$ cat src/rtl/counter_pkg.sv
// rtl/counter_pkg.sv - shared types and defaults for the timing-fabric counters
package counter_pkg;

  typedef enum logic [1:0] {
    IDLE   = 2'd0,
    RUN    = 2'd1,
    PAUSED = 2'd2
  } state_t;

  localparam int COUNT_W_DEFAULT = 4;

endpackage

$ cat src/rtl/countdown_timer.sv
// rtl/countdown_timer.sv - loadable down-counter with start/done handshake, pause and auto-reload
module countdown_timer
  import counter_pkg::*;
#(
  parameter int WIDTH = COUNT_W_DEFAULT
) (
  input  logic             clk,
  input  logic             reset,
  input  logic             load,
  input  logic [WIDTH-1:0] load_data,
  input  logic             start,
  input  logic             pause,
  input  logic             auto_reload,
  output logic [WIDTH-1:0] count,
  output logic             busy,
  output logic             done
);

  state_t           state, state_n;
  logic [WIDTH-1:0] reload, reload_n;
  logic [WIDTH-1:0] count_n;
  logic             done_n;

  always_ff @(posedge clk) begin
    if (reset) begin
      state  <= IDLE;
      reload <= '0;
      count  <= '0;
      done   <= 1'b0;
      busy   <= 1'b0;
    end else begin
      state  <= state_n;
      reload <= reload_n;
      count  <= count_n;
      done   <= done_n;
      busy   <= (state_n != IDLE);
    end
  end

  always_comb begin
    state_n  = state;
    reload_n = reload;
    count_n  = count;
    done_n   = 1'b0;
    if (load) begin
      reload_n = load_data;
      count_n  = load_data;
      state_n  = IDLE;
    end else begin
      unique case (state)
        IDLE: begin
          if (start) begin
            if (count != '0) state_n = RUN;
            // A held start on an empty timer must not stretch done past one cycle.
            else if (!done)  done_n  = 1'b1;
          end
        end
        RUN: begin
          if (pause) begin
            state_n = PAUSED;
          end else if (count > WIDTH'(1)) begin
            count_n = count - WIDTH'(1);
          end else if (count == WIDTH'(1)) begin
            count_n = '0;
            done_n  = 1'b1;
          end else if (auto_reload && reload != '0) begin
            count_n = reload;
          end else begin
            state_n = IDLE;
          end
        end
        PAUSED: begin
          if (!pause) state_n = RUN;
        end
        default: state_n = IDLE;
      endcase
    end
  end

endmodule

$ cat config.mk
export PLATFORM = sky130hd
export DESIGN_NAME = countdown_timer
export DESIGN_NICKNAME = d
export VERILOG_FILES = /design/src/rtl/counter_pkg.sv /design/src/rtl/countdown_timer.sv
export SDC_FILE = /design/constraint.sdc
export NUM_CORES = 1
export LEC_CHECK = 0
export CAP_MARGIN = 10
export CORE_MARGIN = 2
export CORE_UTILIZATION = 50
export DETAILED_ROUTE_END_ITERATION = 16
export HOLD_SLACK_MARGIN = 0.02
export PLACE_DENSITY = 0.9
export SKIP_CTS_REPAIR_TIMING = 1
export SLEW_MARGIN = 10
export SYNTH_ARGS = -nofsm -noshare
export SYNTH_HDL_FRONTEND = slang
export SYNTH_SLANG_ARGS = --single-unit
$ cat constraint.sdc
create_clock -name clk -period 3.5 [get_ports clk]
set_input_delay 1.05 -clock clk [delete_from_list [all_inputs] [get_ports clk]]
set_output_delay 1.05 -clock clk [all_outputs]
set_load 0.02 [all_outputs]
Yosys cells after proc, flatten, opt, wreduce, memory -nomap -nowiden
Index checks and enable logic that the tools add are counted.
Word-level totals
  bits in registers: 12
  bits in latches: 0
  bits in writable memories: 0
  ROM bits: 0
  bits of input ports: 10
  output and inout port bits: 6
  word-level logic and storage cells: 42
  memories kept: 0
Cells by class
  add/subtract/negate cells: 1
  multipliers: 0
  div/mod/pow operators: 0
  magnitude comparators: 1
  equality and inequality tests: 4
  shift operators: 0
  mux-type cells: 22
  bitwise logic cells: 0
  reduce and logical (&&, ||, !) cells: 9
Operator list (count)
  4-bit two-way mux: 6
  2-bit two-way mux: 8
  4-bit nonzero test: 3
  1-bit two-way mux: 6
  2-bit one-hot mux with 3 select lines: 1
  4-bit by 1-bit equality test with 1-bit output (second input constant): 1
  4-bit by 1-bit > comparator with 1-bit output (second input constant): 1
  2-bit nonzero test: 2
  4-bit by 1-bit subtractor with 4-bit output (second input constant): 1
  3-bit AND reduction: 1
  2-bit by 1-bit equality test with 1-bit output (second input constant): 1
  2-bit equality test (second input constant): 1
  2-bit zero test: 1
  2-bit != test (second input constant): 1
  1-bit one-hot mux with 2 select lines: 1
  2-bit OR reduction: 1
  1-bit logical AND: 1

Longest topological paths before layout
Gate-level depths: netlist of the first run.
  word-level depth: 9
  mapped depth: 6
  mapped depth without buffers: 6

Worst setup path after synthesis of the first run
OpenSTA, ideal clock, no wires.
  kind: input port to flip-flop
  start: input port auto_reload
  end: register count[3]
  arrival time: 1.973 ns
  data required time: 3.378 ns
  slack: 1.405 ns
  stages on the path: 4
  cells stage by stage: o41ai_4 -> a2111oi_4 -> nor4b_1 -> a311o_1
Between the ends
  word-level cells in the longest chain between the ends: 3
RTL lines
  start, declared: RTL line countdown_timer.sv:13  | input logic auto_reload,
  1-bit logical AND: RTL line countdown_timer.sv:66  | end else if (auto_reload && reload != '0) begin
  4-bit nonzero test (no line)
  3-bit AND reduction (no line)
  end signal, assigned: RTL line countdown_timer.sv:34  | count <= count_n;
  end, declared: RTL line countdown_timer.sv:14  | output logic [WIDTH-1:0] count,
Every way passes these cells.
A chain may end at the register's enable or synchronous reset.

Worst setup path after layout of the first run
  start: register count[3]
  end: output port count[3]
No word-level cell between the ends.

==> results.json, run 1 <==
{
  "worstSkewPairLatency_ns": 0.28,
  "ant_nets": 0,
  "timing_hold_violations_final": 0,
  "seq_area_frac_synth_pct": 33.6,
  "num_rows": 13,
  "fp.dieArea_sq_um": 1750,
  "fin_util_pct": 67.9,
  "dp_hpwl_um": 1190,
  "r2r_slack_ns": 1.50,
  "synthArstFlopShare_pct": 0,
  "cp_num_buf_inv": 1,
  "antenna_found_initial": 0,
  "final-setup-viol-count": 0,
  "cp-end-kind": "output pin",
  "die_h_um": 41.8,
  "slowest_stage": "clkdlybuf4s50_1",
  "grt_pass1_wl_um": 2680,
  "h-tree-depth": 1,
  "diodes": 0,
  "cts.sinks": 12,
  "cp-start-kind": "register",
  "die_x_um": 41.8,
  "cts_root_buf": "clkbuf_4",
  "synth_top_area_cell": "dfxtp_1",
  "wl_per_cell_um": 14.6,
  "post-place-ws_ns": 0.769,
  "gp_congestion": 0.801,
  "io_pins": 16,
  "synthDominantCellAreaShare_pct": 33.6,
  "power.leakage_nw": 0.338,
  "drc": 0,
  "dr.pass1.iters": 4,
  "core_sq_um": 1320,
  "final_max_slew_viol_count": 0,
  "crit_arrival_ns": 1.46,
  "min_path_type": "reg2reg",
  "cpLargestDelayFamily": "buffers and inverters",
  "ys_seq_elements": 12,
  "vias_per_cell": 6.11,
  "grt_overflow": 0,
  "drive_gt1_share_pct": 8.25,
  "wirelength_um": 1630,
  "p_total_uw": 330,
  "cts_buffers": 3,
  "max_slew_margin_pct": 64.7,
  "area_growth_pct": 25.0,
  "grt_pass1_vias": 640,
  "tightest_slew_ns": 0.528,
  "max_stage_delay_ns": 0.67,
  "timing.critical_path.fanout_max": 9,
  "maxCapViolations": 0,
  "path_class": "reg2out",
  "status": "finished, final reports clean",
  "placed_cells": 109,
  "synth-edff-count": 0,
  "syn_area_sq_um": 716,
  "place_area_sq_um": 872,
  "start_util_pct": 54.3,
  "hold_path.startpoint": "reload[3]",
  "final_common_cell": "clkdlybuf4s50_1",
  "avgSynthCellArea_sq_um": 8.73,
  "port_buffers": 15,
  "postSynthCellCount": 82,
  "drtIter0Drc": 27,
  "final_area_sq_um": 895,
  "dr_total_vias": 684,
  "synth_cell_types": 34,
  "yosysWarningCount": 0,
  "p_per_area_nw_per_um2": 369,
  "clockBufferDepth": 2,
  "fin_skew_ns": 0.00326,
  "rsz0062_at_grt": "false",
  "rr_startpoint": "count[0]",
  "max_freq_ghz": 0.398,
  "grt_usage_pct": 19.9,
  "worst_slack_ns": 0.987,
  "syn_nets": 95,
  "grt_max_degree": 17,
  "synth_top_cells_by_area": "dfxtp_1 34%, a21oi_1 6.3%, ha_1 5.2%",
  "min_period_ns": 2.51,
  "finalSetupTns_ns": 0,
  "finalNonFillerCells": 112,
  "final_cell_mix": "15 x clkdlybuf4s50_1, 12 x dfxtp_1, 10 x nand2_1",
  "required_ns": 2.45,
  "path_clk_slew_ns": 0.07,
  "ir_drop_uv": 217,
  "cts_tree": "done",
  "cp_cell_sequence": "clkdlybuf4s50_1",
  "min_period_over_period_pct": 71.8,
  "nNetsFinal": 112,
  "whs_ns": 0.520,
  "worstSetupStartpoint": "count[3]",
  "synth_ff_type": "dfxtp_1"
}
[synth_stat cells, drive strengths merged, types with 3 or more instances]
| cell type | n |
|---|---|
| dfxtp | 12 |
| nand2 | 10 |
| a21oi | 9 |
| inv | 6 |
| nor2 | 5 |
| nor3 | 4 |
| ha | 3 |
[worst paths after layout]
kind | endpoint | cells after the start
setup reg to reg | count[3] | 6
hold reg to reg | reload[3] | 2
setup / recovery | count[3] | 1
hold / removal | reload[3] | 2
[area by class of cell]
type                            count  area [sq um]
Clock buffer                        3          22.5
Fill cell                         100           423
Tap cell                           15          18.8
Multi-Input combinational cell     61           440
Timing Repair Buffer               15           150
Sequential cell                    12           240
Inverter                            6          22.5
[metal layers]
metal	vias up	routed length (um)	GRT usage [%]	share of wire [%]
met3	5	107	4.78	6.6
met1	312	694	22.1	43
li1	333	-	-	-
met2	34	788	33.8	48
met5	-	0	0	0
met4	0	41	12.3	2.5
[where the power goes]
group          switching (mW)  leakage [nW]  internal [mW]
clock network          0.0464        0.0138         0.0399
registers              0.0111        0.0986          0.144
logic                  0.0441         0.225         0.0443
total                   0.102         0.338          0.229
[state kept, by name, summed over array words and instances (netlist names)]
name    count
busy        1
count       4
done        1
reload      4
state       2
[cell families after synthesis]
kind of cell / count (synthesis) / share of synthesized area, %
flip-flops: 12 / 33.6
AO/OA/AOI/OAI: 24 / 27.4
buffers and inverters: 9 / 4.89
XOR/XNOR: 1 / 1.22
multiplexers: 1 / 1.40
adder cells (fa/ha/maj): 3 / 5.25
AND/OR/NAND/NOR: 32 / 26.2
Note: power is estimated with default switching activity, not from simulation.
==> inputs of run 2 (changes only) <==
--- a/config.mk
+++ b/config.mk
@@ -7,10 +7,10 @@
 export LEC_CHECK = 0
 export CAP_MARGIN = 10
 export CORE_MARGIN = 2
-export CORE_UTILIZATION = 50
+export CORE_UTILIZATION = 48
 export DETAILED_ROUTE_END_ITERATION = 16
 export HOLD_SLACK_MARGIN = 0.02
-export PLACE_DENSITY = 0.9
+export PLACE_DENSITY = 0.88
 export SKIP_CTS_REPAIR_TIMING = 1
 export SLEW_MARGIN = 10
 export SYNTH_ARGS = -nofsm -noshare
==> constraint.sdc (replaced) <==
create_clock -name clk -period 2.49 [get_ports clk]
set_input_delay 0.747 -clock clk [delete_from_list [all_inputs] [get_ports clk]]
set_output_delay 0.747 -clock clk [all_outputs]
set_load 0.02 [all_outputs]
==> run 2 against run 1 <==
  * Non-clock buffer count increased by 3
  * Sequential share of layout area decreased by 0.66 points
  * Setup slack got worse by 0.71 ns
  * Clock skew about the same
  * First-iteration DRC count decreased by 22%
  * Critical path depth unchanged
  * Total power increased by 41%
  * Critical path type unchanged
  * Register-to-register slack got worse by 0.94 ns
  * Routed wire length increased by 6.5%
  * Flip-flop and latch count unchanged
  * Count of clock-buffer cells in the layout unchanged
  * Die area increased by 3.8%
==> results.json, run 2 (synthesized netlist as in run 1, its figures left out) <==
{
  "worst_slack_ns": 0.274,
  "whs_ns": 0.511,
  "grt_pass1_vias": 718,
  "cpLargestDelayFamily": "buffers and inverters",
  "r2r_slack_ns": 0.56,
  "grt_pass1_wl_um": 2970,
  "final_area_sq_um": 917,
  "timing_hold_violations_final": 0,
  "worstSetupPathDepth": 1,
  "status": "finished, final reports clean",
  "fill_cells": 120,
  "io_pins": 16,
  "path_class": "reg2out",
  "placed_cells": 112,
  "grt_overflow": 0,
  "final_cell_mix": "15 x clkdlybuf4s50_1, 12 x dfxtp_1, 10 x nand2_1",
  "core_sq_um": 1350,
  "place_area_sq_um": 895,
  "reg.largest.list": "count (4), reload (4), state (2)",
  "vias_per_cell": 6.08,
  "r2r_cells": 7,
  "final_common_cell": "clkdlybuf4s50_1",
  "power.leakage_nw": 0.353,
  "clockBufferDepth": 2,
  "grt_usage_pct": 21.5,
  "slowest_stage": "clkdlybuf4s50_1",
  "fin_util_pct": 67.9,
  "drc": 0,
  "min_path_type": "reg2reg",
  "final-setup-viol-count": 0,
  "gp_congestion": 0.835,
  "min_period_ns": 2.22,
  "drive_gt1_share_pct": 11.0,
  "num_rows": 13,
  "cp_num_buf_inv": 1,
  "p_total_uw": 466,
  "cts_buffers": 3,
  "wirelength_um": 1740,
  "max_freq_ghz": 0.451,
  "cp_cell_sequence": "clkdlybuf4s50_1",
  "path_clk_slew_ns": 0.07,
  "regArea_sq_um": 240,
  "multi_input_area_sq_um": 440,
  "rsz0062_at_grt": "false",
  "dp_hpwl_um": 1280,
  "wl_per_cell_um": 15.1,
  "ant_nets": 0,
  "h-tree-depth": 1,
  "cp-end-kind": "output pin",
  "fin_skew_ns": 0.00373,
  "crit_arrival_ns": 1.47,
  "max_slew_margin_pct": 74.8,
  "port_buffers": 15,
  "cts_root_buf": "clkbuf_4",
  "final_max_slew_viol_count": 0,
  "timing.critical_path.fanout_max": 9,
  "nNetsFinal": 115,
  "required_ns": 1.74,
  "finalNonFillerCells": 115,
  "ir_drop_uv": 338,
  "die_h_um": 42.6,
  "fp.dieArea_sq_um": 1820,
  "die_x_um": 42.6,
  "area_growth_pct": 28.1,
  "cts_tree": "done",
  "maxCapViolations": 0,
  "drtIter0Drc": 21,
  "dr_total_vias": 699,
  "max_stage_delay_ns": 0.68,
  "worstSkewPairLatency_ns": 0.27,
  "tightest_slew_ns": 0.377,
  "post-place-ws_ns": 0.148,
  "min_path_cells": 2,
  "min_period_over_period_pct": 89.0,
  "antenna_found_initial": 0,
  "p_per_area_nw_per_um2": 508,
  "start_util_pct": 53.0,
  "dr.pass1.iters": 4,
  "finalSetupTns_ns": 0,
  "diodes": 0,
  "cp-start-kind": "register",
  "cts.sinks": 12,
  "grt_max_degree": 12
}
-- run 2: cell count changes in the layout (fill, tap and decap cells not counted), sizes merged --
cell | before | now
buf | 0 | 3
-- run 2: report_power, final --
group / switching (mW) / internal (mW)
sequential: 0.0160 / 0.203
clock: 0.0629 / 0.0559
combinational: 0.0632 / 0.0652
-- run 2: routing by layer --
layer | GRT usage [%] | part of all wire (%) | up-vias
met3 | 5.60 | 4.6 | 6
li1 | - | - | 338
met4 | 11.3 | 2.0 | 0
met2 | 35.1 | 49 | 26
met5 | 0 | 0 | -
met1 | 25.7 | 45 | 329
-- run 2: final cells by class --
cell class / instances / area share, %
sequential: 12 / 26.2
clock buffer: 3 / 2.46
timing repair buffer: 18 / 18.8
inverter: 6 / 2.46
multi-input combinational: 61 / 48.0
tap: 15 / 2.05
-- run 2: tightest hold or removal path: stages (launching register included) --
cell and delay [ns]:
dfxtp_1 0.35, nand2_1 0.07, a21oi_1 0.05
-- run 2: final timing paths --
path	start	end
worst max-delay path	count[3]	count[3]
worst min-delay path	reload[2]	reload[2]
worst max register to register	count[1]	count[1]
worst min register to register	reload[2]	reload[2]
==> inputs of run 3 (changes only) <==
--- a/config.mk
+++ b/config.mk
@@ -10,6 +10,7 @@
 export CORE_UTILIZATION = 48
 export DETAILED_ROUTE_END_ITERATION = 16
 export HOLD_SLACK_MARGIN = 0.02
+export MAX_ROUTING_LAYER = met4
 export PLACE_DENSITY = 0.88
 export SKIP_CTS_REPAIR_TIMING = 1
 export SLEW_MARGIN = 10
==> run 3 against run 2 <==
  * Total power is essentially flat
  * Sequential share of layout area did not move
  * Largest power group unchanged
  * Critical path type unchanged
  * Combinational power is essentially flat
  * Die area is the same
  * Final area stayed put
  * Utilization unchanged
  * First-iteration DRC count shrank 19%
  * Register-to-register slack about the same
  * Sequential power hardly changed
  * Cell count is the same
  * Maximum frequency decreased by 0.16%
  * Clock power barely moved
==> results.json, run 3 (synthesized netlist as in run 1, its figures left out) <==
{
  "final-setup-viol-count": 0,
  "diodes": 0,
  "cp_cell_sequence": "clkdlybuf4s50_1",
  "cts_tree": "done",
  "timing.critical_path.fanout_max": 9,
  "cp-start-kind": "register",
  "fill_cells": 120,
  "fp.dieArea_sq_um": 1820,
  "num_rows": 13,
  "cts_root_buf": "clkbuf_4",
  "dr.pass1.iters": 7,
  "post-place-ws_ns": 0.148,
  "nNetsFinal": 115,
  "min_period_ns": 2.22,
  "core_sq_um": 1350,
  "grt_usage_pct": 22.1,
  "max_slew_margin_pct": 75.2,
  "die_h_um": 42.6,
  "tightest_slew_ns": 0.370,
  "io_pins": 16,
  "drtIter0Drc": 17,
  "min_period_over_period_pct": 89.1,
  "final_cell_mix": "15 x clkdlybuf4s50_1, 12 x dfxtp_1, 10 x nand2_1",
  "worstSkewPairLatency_ns": 0.27,
  "p_per_area_nw_per_um2": 508,
  "antenna_found_initial": 0,
  "die_x_um": 42.6,
  "ir_drop_uv": 339,
  "maxCapViolations": 0,
  "drive_gt1_share_pct": 11.0,
  "wirelength_um": 1740,
  "vias_per_cell": 6.11,
  "gp_congestion": 0.847,
  "finalSetupTns_ns": 0,
  "cts.sinks": 12,
  "slowest_stage": "clkdlybuf4s50_1",
  "cpLargestDelayFamily": "buffers and inverters",
  "final_common_cell": "clkdlybuf4s50_1",
  "start_util_pct": 53.0,
  "grt_pass1_wl_um": 2970,
  "ant_nets": 0,
  "reg.largest.list": "count (4), reload (4), state (2)",
  "grt_overflow": 0,
  "path_class": "reg2out",
  "fin_skew_ns": 0.00371,
  "timing_hold_violations_final": 0,
  "dr_total_vias": 703,
  "cp-end-kind": "output pin",
  "drc": 0,
  "grt_pass1_vias": 723,
  "area_growth_pct": 28.1,
  "worst_slack_ns": 0.271,
  "grt_max_degree": 12,
  "wl_per_cell_um": 15.1,
  "cp_num_buf_inv": 1,
  "min_path_type": "reg2reg",
  "required_ns": 1.74,
  "port_buffers": 15,
  "h-tree-depth": 1,
  "crit_arrival_ns": 1.47,
  "rsz0062_at_grt": "false",
  "max_freq_ghz": 0.451,
  "status": "finished, final reports clean",
  "clockBufferDepth": 2,
  "final_max_slew_viol_count": 0,
  "max_stage_delay_ns": 0.68,
  "path_clk_slew_ns": 0.07,
  "cts_buffers": 3,
  "fin_util_pct": 67.9,
  "dp_hpwl_um": 1280,
  "power.leakage_nw": 0.353
}
-- run 3: where the power goes --
part	internal (mW)	switching [mW]
clock	0.0559	0.0630
sequential	0.203	0.0160
combinational	0.0652	0.0632
-- run 3: path summary, 6_finish.rpt --
kind	from	to	slack (ns)	cells past startpoint
worst max-delay path	count[3]	count[3]	0.27	1
worst min-delay path	reload[2]	reload[2]	0.51	2
worst max register to register	count[1]	count[1]	0.56	7
worst min register to register	reload[2]	reload[2]	0.51	2
-- run 3: cell type report --
| class | count | area [sq um] | share of cell area (%) |
|---|---|---|---|
| Timing Repair Buffer | 18 | 173 | 18.8 |
| Inverter | 6 | 22.5 | 2.46 |
| Sequential cell | 12 | 240 | 26.2 |
| Multi-Input combinational cell | 61 | 440 | 48.0 |
| Tap cell | 15 | 18.8 | 2.05 |
| Clock buffer | 3 | 22.5 | 2.46 |
-- run 3: through the flow --
step | cells | area [sq um] | hold slack (ns) | power [mW]
2_1_floorplan | 82 | 716 | 0.479 | 0.300
5_1_grt | 115 | 917 | 0.548 | 0.489
4_1_cts | 115 | 917 | 0.507 | 0.469
3_3_place_gp | 112 | 895 | 0.492 | 0.345
3_5_place_dp | 112 | 895 | 0.498 | 0.350
6_report | 115 | 917 | 0.511 | 0.466
-- run 3: metal layers --
layer  vias up  routed length, um  share of wire (%)  track usage (%)
li1        338                  -                  -                -
met1       331                770                 44             25.7
met2        28                851                 49             35.4
met3         6                 83                4.8             5.17
met4         0                 34                2.0             11.3
met5         -                  0                  0                -
